===== src/rtl/ctrl_unit_pkg.sv =====
// Shared definitions for the ctrl_unit controller: opcodes, class patterns, control word, FSM states.
// Optional single-step states exist only when CTRL_UNIT_STEP_EN is defined.
package ctrl_unit_pkg;

  localparam logic [5:0] OP_J    = 6'b100000;
  localparam logic [5:0] OP_JZ   = 6'b100001;
  localparam logic [5:0] OP_JNZ  = 6'b100010;
  localparam logic [5:0] OP_HALT = 6'b111111;

  // Low two opcode bits select the class when the top bit is clear.
  localparam logic [1:0] ALU_CLS = 2'b00;
  localparam logic [1:0] LI_CLS  = 2'b01;

  typedef struct packed {
    logic       s_inc;
    logic       s_inm;
    logic       we;
    logic       wez;
    logic [2:0] alu_op;
    logic       is_halt;
  } ctrl_word_t;

  localparam ctrl_word_t CW_IDLE = ctrl_word_t'{1'b1, 1'b0, 1'b0, 1'b0, 3'b000, 1'b0};

`ifdef CTRL_UNIT_STEP_EN
  typedef enum logic [2:0] {
    ST_BOOT      = 3'd0,
    ST_RUN       = 3'd1,
    ST_HALT      = 3'd2,
    ST_STEP_WAIT = 3'd3,
    ST_STEP_EXEC = 3'd4,
    ST_STEP_DONE = 3'd5
  } state_e;
`else
  typedef enum logic [1:0] {
    ST_BOOT = 2'd0,
    ST_RUN  = 2'd1,
    ST_HALT = 2'd2
  } state_e;
`endif

endpackage


===== src/rtl/ctrl_unit_if.sv =====
// Datapath <-> controller signal bundle; step handshake signals present only with CTRL_UNIT_STEP_EN.
interface ctrl_unit_if #(
  parameter int RETIRE_W = 16
);
  logic [5:0]          Opcode;
  logic                zero;
  logic                s_inc;
  logic                s_inm;
  logic                we;
  logic                wez;
  logic [2:0]          ALUOp;
  logic                pc_en;
  logic                halted;
  logic [RETIRE_W-1:0] retired;
`ifdef CTRL_UNIT_STEP_EN
  logic                step_mode;
  logic                step_req;
  logic                step_ack;

  modport master (output Opcode, zero, step_mode, step_req,
                  input  s_inc, s_inm, we, wez, ALUOp, pc_en, halted, retired, step_ack);
  modport slave  (input  Opcode, zero, step_mode, step_req,
                  output s_inc, s_inm, we, wez, ALUOp, pc_en, halted, retired, step_ack);
`else
  modport master (output Opcode, zero,
                  input  s_inc, s_inm, we, wez, ALUOp, pc_en, halted, retired);
  modport slave  (input  Opcode, zero,
                  output s_inc, s_inm, we, wez, ALUOp, pc_en, halted, retired);
`endif
endinterface


===== src/rtl/ctrl_unit_decode.sv =====
// Pure combinational opcode/zero -> control word decoder; HALT_OP takes priority over every class.
module ctrl_decode
  import ctrl_unit_pkg::*;
#(
  parameter logic [5:0] HALT_OP = OP_HALT
) (
  input  logic [5:0] opcode,
  input  logic       zero,
  output ctrl_word_t cw
);

  always_comb begin
    cw = CW_IDLE;
    if (opcode == HALT_OP) begin
      cw.is_halt = 1'b1;
    end else if (!opcode[5] && opcode[1:0] == ALU_CLS) begin
      cw.we     = 1'b1;
      cw.wez    = 1'b1;
      cw.alu_op = opcode[4:2];
    end else if (!opcode[5] && opcode[1:0] == LI_CLS) begin
      cw.we    = 1'b1;
      cw.s_inm = 1'b1;
    end else begin
      case (opcode)
        OP_J:    cw.s_inc = 1'b0;
        OP_JZ:   cw.s_inc = ~zero;
        OP_JNZ:  cw.s_inc = zero;
        default: cw.s_inc = 1'b1;
      endcase
    end
  end

endmodule


===== src/rtl/ctrl_unit.sv =====
// Controller FSM (BOOT/RUN/HALT) with zero-latency decode and saturating retired-instruction counter.
// Define CTRL_UNIT_STEP_EN to add the step_mode/step_req/step_ack single-step handshake.
module ctrl_unit
  import ctrl_unit_pkg::*;
#(
  parameter int         RETIRE_W = 16,
  parameter logic [5:0] HALT_OP  = OP_HALT
) (
  input  logic          clk,
  input  logic          reset,
  ctrl_unit_if.slave    bus
);

  state_e              state_q, state_d;
  logic [RETIRE_W-1:0] retired_q, retired_d;
  ctrl_word_t          cw;
  logic                exec;
  logic                step_mode;
  logic                step_ack;
  logic                pc_en, we, wez, s_inc, s_inm, halted;
  logic [2:0]          alu_op;

  ctrl_decode #(.HALT_OP(HALT_OP)) u_decode (
    .opcode (bus.Opcode),
    .zero   (bus.zero),
    .cw     (cw)
  );

`ifdef CTRL_UNIT_STEP_EN
  assign step_mode = bus.step_mode;
  assign bus.step_ack = step_ack;
`else
  assign step_mode = 1'b0;
`endif

  always_ff @(posedge clk or negedge reset) begin
    if (!reset) begin
      state_q   <= ST_BOOT;
      retired_q <= '0;
    end else begin
      state_q   <= state_d;
      retired_q <= retired_d;
    end
  end

  always_comb begin
    state_d = state_q;
    case (state_q)
`ifdef CTRL_UNIT_STEP_EN
      ST_BOOT:      state_d = step_mode ? ST_STEP_WAIT : ST_RUN;
      ST_RUN:       state_d = cw.is_halt ? ST_HALT : (step_mode ? ST_STEP_WAIT : ST_RUN);
      ST_STEP_WAIT: state_d = bus.step_req ? ST_STEP_EXEC : ST_STEP_WAIT;
      ST_STEP_EXEC: state_d = cw.is_halt ? ST_HALT : ST_STEP_DONE;
      ST_STEP_DONE: if (!bus.step_req) state_d = step_mode ? ST_STEP_WAIT : ST_RUN;
`else
      ST_BOOT:      state_d = ST_RUN;
      ST_RUN:       state_d = cw.is_halt ? ST_HALT : ST_RUN;
`endif
      default:      state_d = state_q;
    endcase
  end

  always_comb begin
    exec     = 1'b0;
    step_ack = 1'b0;
    halted   = 1'b0;
    pc_en    = 1'b0;
    we       = 1'b0;
    wez      = 1'b0;
    s_inc    = 1'b1;
    s_inm    = 1'b0;
    alu_op   = 3'b000;
    case (state_q)
      ST_RUN:  exec = 1'b1;
`ifdef CTRL_UNIT_STEP_EN
      ST_STEP_EXEC: begin
        exec     = 1'b1;
        step_ack = 1'b1;
      end
`endif
      ST_HALT: halted = 1'b1;
      default: exec = 1'b0;
    endcase
    // A halt opcode freezes the PC and suppresses writes in its own execute cycle.
    if (exec) begin
      pc_en  = ~cw.is_halt;
      we     = cw.we & ~cw.is_halt;
      wez    = cw.wez & ~cw.is_halt;
      s_inc  = cw.s_inc;
      s_inm  = cw.s_inm;
      alu_op = cw.alu_op;
    end
  end

  always_comb begin
    retired_d = retired_q;
    if (exec && !cw.is_halt && retired_q != {RETIRE_W{1'b1}})
      retired_d = retired_q + 1'b1;
  end

  assign bus.pc_en   = pc_en;
  assign bus.we      = we;
  assign bus.wez     = wez;
  assign bus.s_inc   = s_inc;
  assign bus.s_inm   = s_inm;
  assign bus.ALUOp   = alu_op;
  assign bus.halted  = halted;
  assign bus.retired = retired_q;

endmodule


===== src/flat_wrapper.sv =====
// flat-port wrapper written by rule: the top's interface ports become plain ports
module ctrl_unit_flat import ctrl_unit_pkg::*;
#(
  parameter int         RETIRE_W = 16,
  parameter logic [5:0] HALT_OP  = OP_HALT
)
  (clk, reset, bus_Opcode, bus_zero, bus_s_inc, bus_s_inm, bus_we, bus_wez, bus_ALUOp, bus_pc_en, bus_halted, bus_retired);
  ctrl_unit_if #(.RETIRE_W(RETIRE_W)) bus_i ();
  input  logic clk;
  input  logic reset;
  input wire logic [$bits(bus_i.Opcode)-1:0] bus_Opcode;
  input wire logic [$bits(bus_i.zero)-1:0] bus_zero;
  output wire logic [$bits(bus_i.s_inc)-1:0] bus_s_inc;
  output wire logic [$bits(bus_i.s_inm)-1:0] bus_s_inm;
  output wire logic [$bits(bus_i.we)-1:0] bus_we;
  output wire logic [$bits(bus_i.wez)-1:0] bus_wez;
  output wire logic [$bits(bus_i.ALUOp)-1:0] bus_ALUOp;
  output wire logic [$bits(bus_i.pc_en)-1:0] bus_pc_en;
  output wire logic [$bits(bus_i.halted)-1:0] bus_halted;
  output wire logic [$bits(bus_i.retired)-1:0] bus_retired;
  assign bus_i.Opcode = bus_Opcode;
  assign bus_i.zero = bus_zero;
  assign bus_s_inc = bus_i.s_inc;
  assign bus_s_inm = bus_i.s_inm;
  assign bus_we = bus_i.we;
  assign bus_wez = bus_i.wez;
  assign bus_ALUOp = bus_i.ALUOp;
  assign bus_pc_en = bus_i.pc_en;
  assign bus_halted = bus_i.halted;
  assign bus_retired = bus_i.retired;
  ctrl_unit #(.RETIRE_W(RETIRE_W), .HALT_OP(HALT_OP)) u_core (.clk(clk), .reset(reset), .bus(bus_i));
endmodule

===== config.mk =====
export PLATFORM = sky130hd
export DESIGN_NAME = ctrl_unit_flat
export DESIGN_NICKNAME = d
export VERILOG_FILES = /design/src/rtl/ctrl_unit_pkg.sv /design/src/rtl/ctrl_unit_if.sv /design/src/rtl/ctrl_unit_decode.sv /design/src/rtl/ctrl_unit.sv /design/src/flat_wrapper.sv
export SDC_FILE = /design/constraint.sdc
export NUM_CORES = 1
export LEC_CHECK = 0
export ABC_AREA = 1
export ABC_CLOCK_PERIOD_IN_PS = 1650
export BUFFER_PORTS_ARGS = -buffer_cell sky130_fd_sc_hd__buf_2
export CAP_MARGIN = 20
export CELL_PAD_IN_SITES_DETAIL_PLACEMENT = 1
export CELL_PAD_IN_SITES_GLOBAL_PLACEMENT = 2
export CORE_MARGIN = 3
export CORE_UTILIZATION = 25
export CTS_BUF_LIST = sky130_fd_sc_hd__clkbuf_16
export DETAILED_ROUTE_END_ITERATION = 10
export GPL_TIMING_DRIVEN = 0
export PLACE_DENSITY = 0.74
export RECOVER_POWER = 25
export SLEW_MARGIN = 20
export SYNTH_ARGS = -nofsm -noshare
export SYNTH_HDL_FRONTEND = slang
export SYNTH_SLANG_ARGS = --single-unit

===== constraint.sdc =====
create_clock -name clk -period 1.65 [get_ports clk]
set_input_delay 0.165 -clock clk [delete_from_list [all_inputs] [get_ports clk]]
set_output_delay 0.165 -clock clk [all_outputs]
set_load 0.05 [all_outputs]

# After elaboration in Yosys (flattened, before gate mapping)
# Cells that the tools add are included.
dict set report totals {
  reg_bits 18
  input_bits 9
  wordCells 42
  out_inout_bits 25
}
dict set report op_classes {
  n_addsub 1
  muxes 18
  reduce_logical 9
  bitwise 4
  eq_ne 8
}
# cell count
set ops {}
lappend ops {{6-bit == test, second input constant} 4}
lappend ops {{16-bit by 1-bit adder with 16-bit output, second input constant} 1}
lappend ops {{16-bit != test, second input constant} 1}
lappend ops {{1-bit 2-to-1 mux} 10}
lappend ops {{7-bit 2-to-1 mux} 1}
lappend ops {{2-bit 2-to-1 mux} 3}
lappend ops {{2-bit by 1-bit == test with 1-bit output, second input constant} 2}
lappend ops {{1-bit logical AND} 4}
lappend ops {{2-bit zero test} 2}
lappend ops {{4-bit 2-to-1 mux} 1}
lappend ops {{2-bit one-hot mux with 2 select lines} 1}
lappend ops {{3-bit 2-to-1 mux} 1}
lappend ops {{1-bit one-hot mux with 3 select lines} 1}
lappend ops {{1-bit AND} 2}
lappend ops {{2-bit == test, second input constant} 1}
lappend ops {{1-bit zero test} 2}
lappend ops {{1-bit NOT} 2}
lappend ops {{2-bit nonzero test} 1}

# Longest topological paths before layout
dict set report depth {
  ltp_word 7
  mapped_depth 9
  ltp_nobuf 9
}

# Modules after synthesis
# From an unflattened synthesis, not the netlist that was laid out.
dict set report unflattened {
  cells_unflattened 200
  hier_area_um2 1316.3
}
# mod seq_area_each_um2 n_inst area_each_um2 cells_per_inst
set by_module_without_submodules {}
lappend by_module_without_submodules {ctrl_unit 450.4 1 1212.4 174}
lappend by_module_without_submodules {ctrl_decode 0.0 1 103.8 26}

# Least setup slack after synthesis
# OpenSTA, ideal clock, no wires.
dict set report synth_path {
  path_kind {reg-to-reg}
  from {reg u_core.retired_q[0] (netlist: u_core.bus.retired[0])}
  to {reg u_core.retired_q[0] (netlist: u_core.bus.retired[0])}
  n_path_buf 1
  slack_ns -0.190
  t_arrival_ns 1.774
  period_less_slack_ns 1.840
  t_required_ns 1.584
  stages_incl_launch_ff 9
  setup_time_ns 0.066
  path_cell_list {dfrtp_1 ha_1 nand3_1 clkinv_2 nand2_4 o21ai_4 buf_6 nand2_1 nand2_1}
}
dict set report synth_via {
  elab_chain_cells 2
  elab_cells_between_ends 3
  cone_classes {add/sub (1); eq/ne (1); reduce/logical (1)}
}
# item line
set synth_rtl {}
lappend synth_rtl {{start, declared} ctrl_unit.sv:15} ;# logic [RETIRE_W-1:0] retired_q, retired_d;
lappend synth_rtl {{start signal, assigned} ctrl_unit.sv:42} ;# retired_q <= retired_d;
lappend synth_rtl {{branches (longest 2 deep; another with 16-bit by 1-bit adder with 16-bit output)} --}
# Parallel ways; which one is timed is not known.
# A chain may end at the register's enable or synchronous reset.

# Final worst setup path
dict set report layout_path {
  from {reg u_core.state_q[1]}
  to {out bus_pc_en}
}
dict set report layout_via {
  elab_chain_cells 3
}
# item line
set layout_rtl {}
lappend layout_rtl {{start, declared} ctrl_unit.sv:14} ;# state_e state_q, state_d;
lappend layout_rtl {{start signal, assigned} ctrl_unit.sv:41} ;# state_q <= state_d;
lappend layout_rtl {{2-bit by 1-bit == test with 1-bit output} ctrl_unit.sv:73} ;# case (state_q)
lappend layout_rtl {{1-bit 2-to-1 mux} ctrl_unit.sv:73}
lappend layout_rtl {{1-bit 2-to-1 mux} ctrl_unit.sv:85} ;# if (exec) begin
lappend layout_rtl {{end, declared} flat_wrapper.sv:18} ;# output wire logic [$bits(bus_i.pc_en)-1:0] bus_pc_en;
# Every way passes these cells.

==> flow_summary.ini <==
[synth]
syn_area_per_cell_um2 = 6.68
yosysSeqAreaShare = 0.370
netlist-cell-type-count = 21
syn-num-nets = 192
yosys_warnings = 0
netlist_area_um2 = 1220
synth_seq_cells = 18
synth_cells = 182

[global_route]
grt-ovfl-total = 0
antenna_found_initial = 0
grt_pass1_vias = 1270
grt_pass1_wl_um = 5930
grt_max_degree = 19
gr-usage-all-layers = 0.134

[final_layout]
multi_input_area_um2 = 689
area.growth.synth_to_final_pct = 33.6
drive_above_1_share = 0.276
fin_cells = 290
final_util = 0.358
fin_nets = 236
diodes = 0
final-seq-area_um2 = 457
fin_area_um2 = 1630
num-fill-cells = 590

[place]
hpwl_um = 2660
post-place-cells = 280
place_area_um2 = 1490
port_buffers = 33
routabilityCongestion = 0.680

[clock_tree]
root_buffer = clkbuf_16
htree_levels = 1
clock_sinks = 18
cts_tree = done
cts_buffers = 3
cts_max_path_buffers = 2
clock_latency_ns = 0.25
clk_pin_slew_worst_paths_ns = 0.06

[worst_setup_path]
critPathMaxStageDelay_ns = 0.36
worstSetupPathType = reg -> out
slowest_stage = dfrtp_1
cp-end-kind = primary output
worstPathCellList = inv_1, nand2_1, inv_2, nand2_2, clkinv_1, buf_2
arrival_ns = 1.37
cp.required_ns = 1.48
start_kind = register
worstPathMaxFanout = 4

[floorplan]
rows = 24
initial_core_util = 0.268
core_um2 = 4530
die_w_um = 75.7
ioPinCount = 34
die-area_um2 = 5740
die_h_um = 75.7

[sta]
rsz0062_at_grt = no
hold_violations = 0
finalSetupViolCount = 0
period_share = 0.929
min_period_ns = 1.53
clock-skew-final_ns = 0.00417
worst_pin_slew_ns = 0.449
finalMaxSlewViolations = 0
relSlewSlack = 0.701
timing.hold.ws_ns = 0.285
max_freq_mhz = 652

[worst_hold_path]
min_path_type = in -> reg

[detailed_routing]
drt_iter0_drc = 38
drc = 0
avgViaCountPerCell = 4.20
firstDrtPassIters = 4
wl_per_cell_um = 12.0
via_count = 1217
totalWireLength_um = 3490
antenna_left = 0

[status]
outcome = complete, no violations

[run]
drv_cap = 0

[power_and_ir_drop]
peakVddDrop_v = 0.000306
powerDensity_nw_per_um2 = 600
leakage_nw = 0.857
==> layout make-up <==
type                            count  share of cell area
Multi-Input combinational cell    142               0.424
Sequential cell                    18               0.281
Timing Repair Buffer               39               0.135
Tap cell                           65              0.0500
Inverter                           20              0.0470
Clock buffer                        3              0.0462
Buffer                              2              0.0139
Clock inverter                      1             0.00231
==> per-layer routing <==
metal | GRT usage | share of wire | vias to the layer above
li1 | - | - | 645
met2 | 0.224 | 0.48 | 23
met5 | 0 | 0 | -
met1 | 0.182 | 0.48 | 547
met3 | 0.00923 | 0.030 | 2
met4 | 0.0408 | 0.0083 | 0
==> layout by cell type (no fill, tap or decap) <==
master         synthesis  routed
nor2_2                 1       1
nand4_1                5       5
o21ai_0                3       3
nand2_2                2       2
nand3_1                8       7
clkinv_2               1       1
inv_1                 18      17
buf_2                  0      30
buf_4                  0       6
buf_6                  2       2
dlygate4sd3_1          0       1
inv_2                  0       1
dfrtp_1               18      13
clkinv_1               1       2
ha_4                   0       1
nand2_1               84      84
clkbuf_16              0       3
nand2_4                1       1
xor2_1                 3       3
o2111ai_1              1       1
clkbuf_4               0       2
nor3_1                 2       1
xnor2_1                4       4
nor2_1                22      22
nand3_2                1       2
dfrtp_2                0       5
o21ai_4                1       1
nor3_2                 0       1
nor2_4                 3       3
==> critical path, delay by kind of cell (launching register included) <==
family | cells | cell delay, ns
AND/OR/NAND/NOR | 2 | 0.19
buffers and inverters | 4 | 0.57
flip-flops | 1 | 0.36
==> synthesized netlist by cell type <==
| cell | instances | area share |
|---|---|---|
| nand3_1 | 8 | 0.033 |
| nor3_1 | 2 | 0.0082 |
| nand2_2 | 2 | 0.010 |
| nor2_4 | 3 | 0.028 |
| nand2_1 | 84 | 0.26 |
| nand3_2 | 1 | 0.0082 |
| nand2_4 | 1 | 0.0093 |
| xnor2_1 | 4 | 0.029 |
| clkinv_2 | 1 | 0.0041 |
| xor2_1 | 3 | 0.022 |
| dfrtp_1 | 18 | 0.37 |
| inv_1 | 18 | 0.056 |
| o2111ai_1 | 1 | 0.0072 |
| nor2_2 | 1 | 0.0051 |
| o21ai_0 | 3 | 0.012 |
| buf_6 | 2 | 0.019 |
| ha_1 | 1 | 0.010 |
| clkinv_1 | 1 | 0.0031 |
| nor2_1 | 22 | 0.068 |
| nand4_1 | 5 | 0.026 |
| o21ai_4 | 1 | 0.013 |
==> path summary, 6_finish.rpt <==
| check | start | end | slack, ns | cells after the start |
|---|---|---|---|---|
| worst max-delay path | u_core.state_q[1] | bus_pc_en | 0.12 | 6 |
| worst min-delay path | bus_Opcode[3] | u_core.state_q[1] | 0.29 | 5 |
| worst max register to register | u_core.bus.retired[0] | u_core.bus.retired[13] | 0.13 | 9 |
| worst min register to register | u_core.state_q[1] | u_core.state_q[1] | 0.48 | 2 |
| max in group asynchronous | reset | u_core.bus.retired[1] | 0.91 | 2 |
| min in group asynchronous | reset | u_core.bus.retired[8] | 0.39 | 2 |
==> state kept, by name (all words and copies together) (netlist names) <==
signal	count
u_core.state_q	2
u_core.bus.retired	16
==> power breakdown <==
group	internal, mW	total [mW]	switching [mW]
clock	0.323	0.500	0.177
combinational	0.0117	0.0337	0.0220
sequential	0.441	0.441	0
total	0.776	0.975	0.199
==> logic make-up (layout without fill, tap and decap cells) <==
family,after synthesis,in the layout,synth area share
adder cells (fa/ha/maj),1,1,0.0103
XOR/XNOR,7,7,0.0504
flip-flops,18,18,0.370
AO/OA/AOI/OAI,5,5,0.0329
AND/OR/NAND/NOR,129,129,0.455
buffers and inverters,22,65,0.0813
==> through the flow <==
step	worst slack, ns	power (mW)	setup TNS [ns]
2_1_floorplan	0.00633	0.458	0
3_3_place_gp	-0.0448	0.483	-0.410
3_5_place_dp	-0.0707	0.483	-0.652
4_1_cts	0.0128	0.996	0
5_1_grt	0.0124	1.02	0
6_report	0.117	0.975	0
==> repair_timing <==
action,CTS,global route
setup buffers,5,0
endpoints found under the hold margin,18,0
endpoints found under the setup margin,12,21
hold buffers,1,0
pin swaps,2,0
gates resized for setup,0,6
No activity file was read; power rests on OpenSTA's default activity.
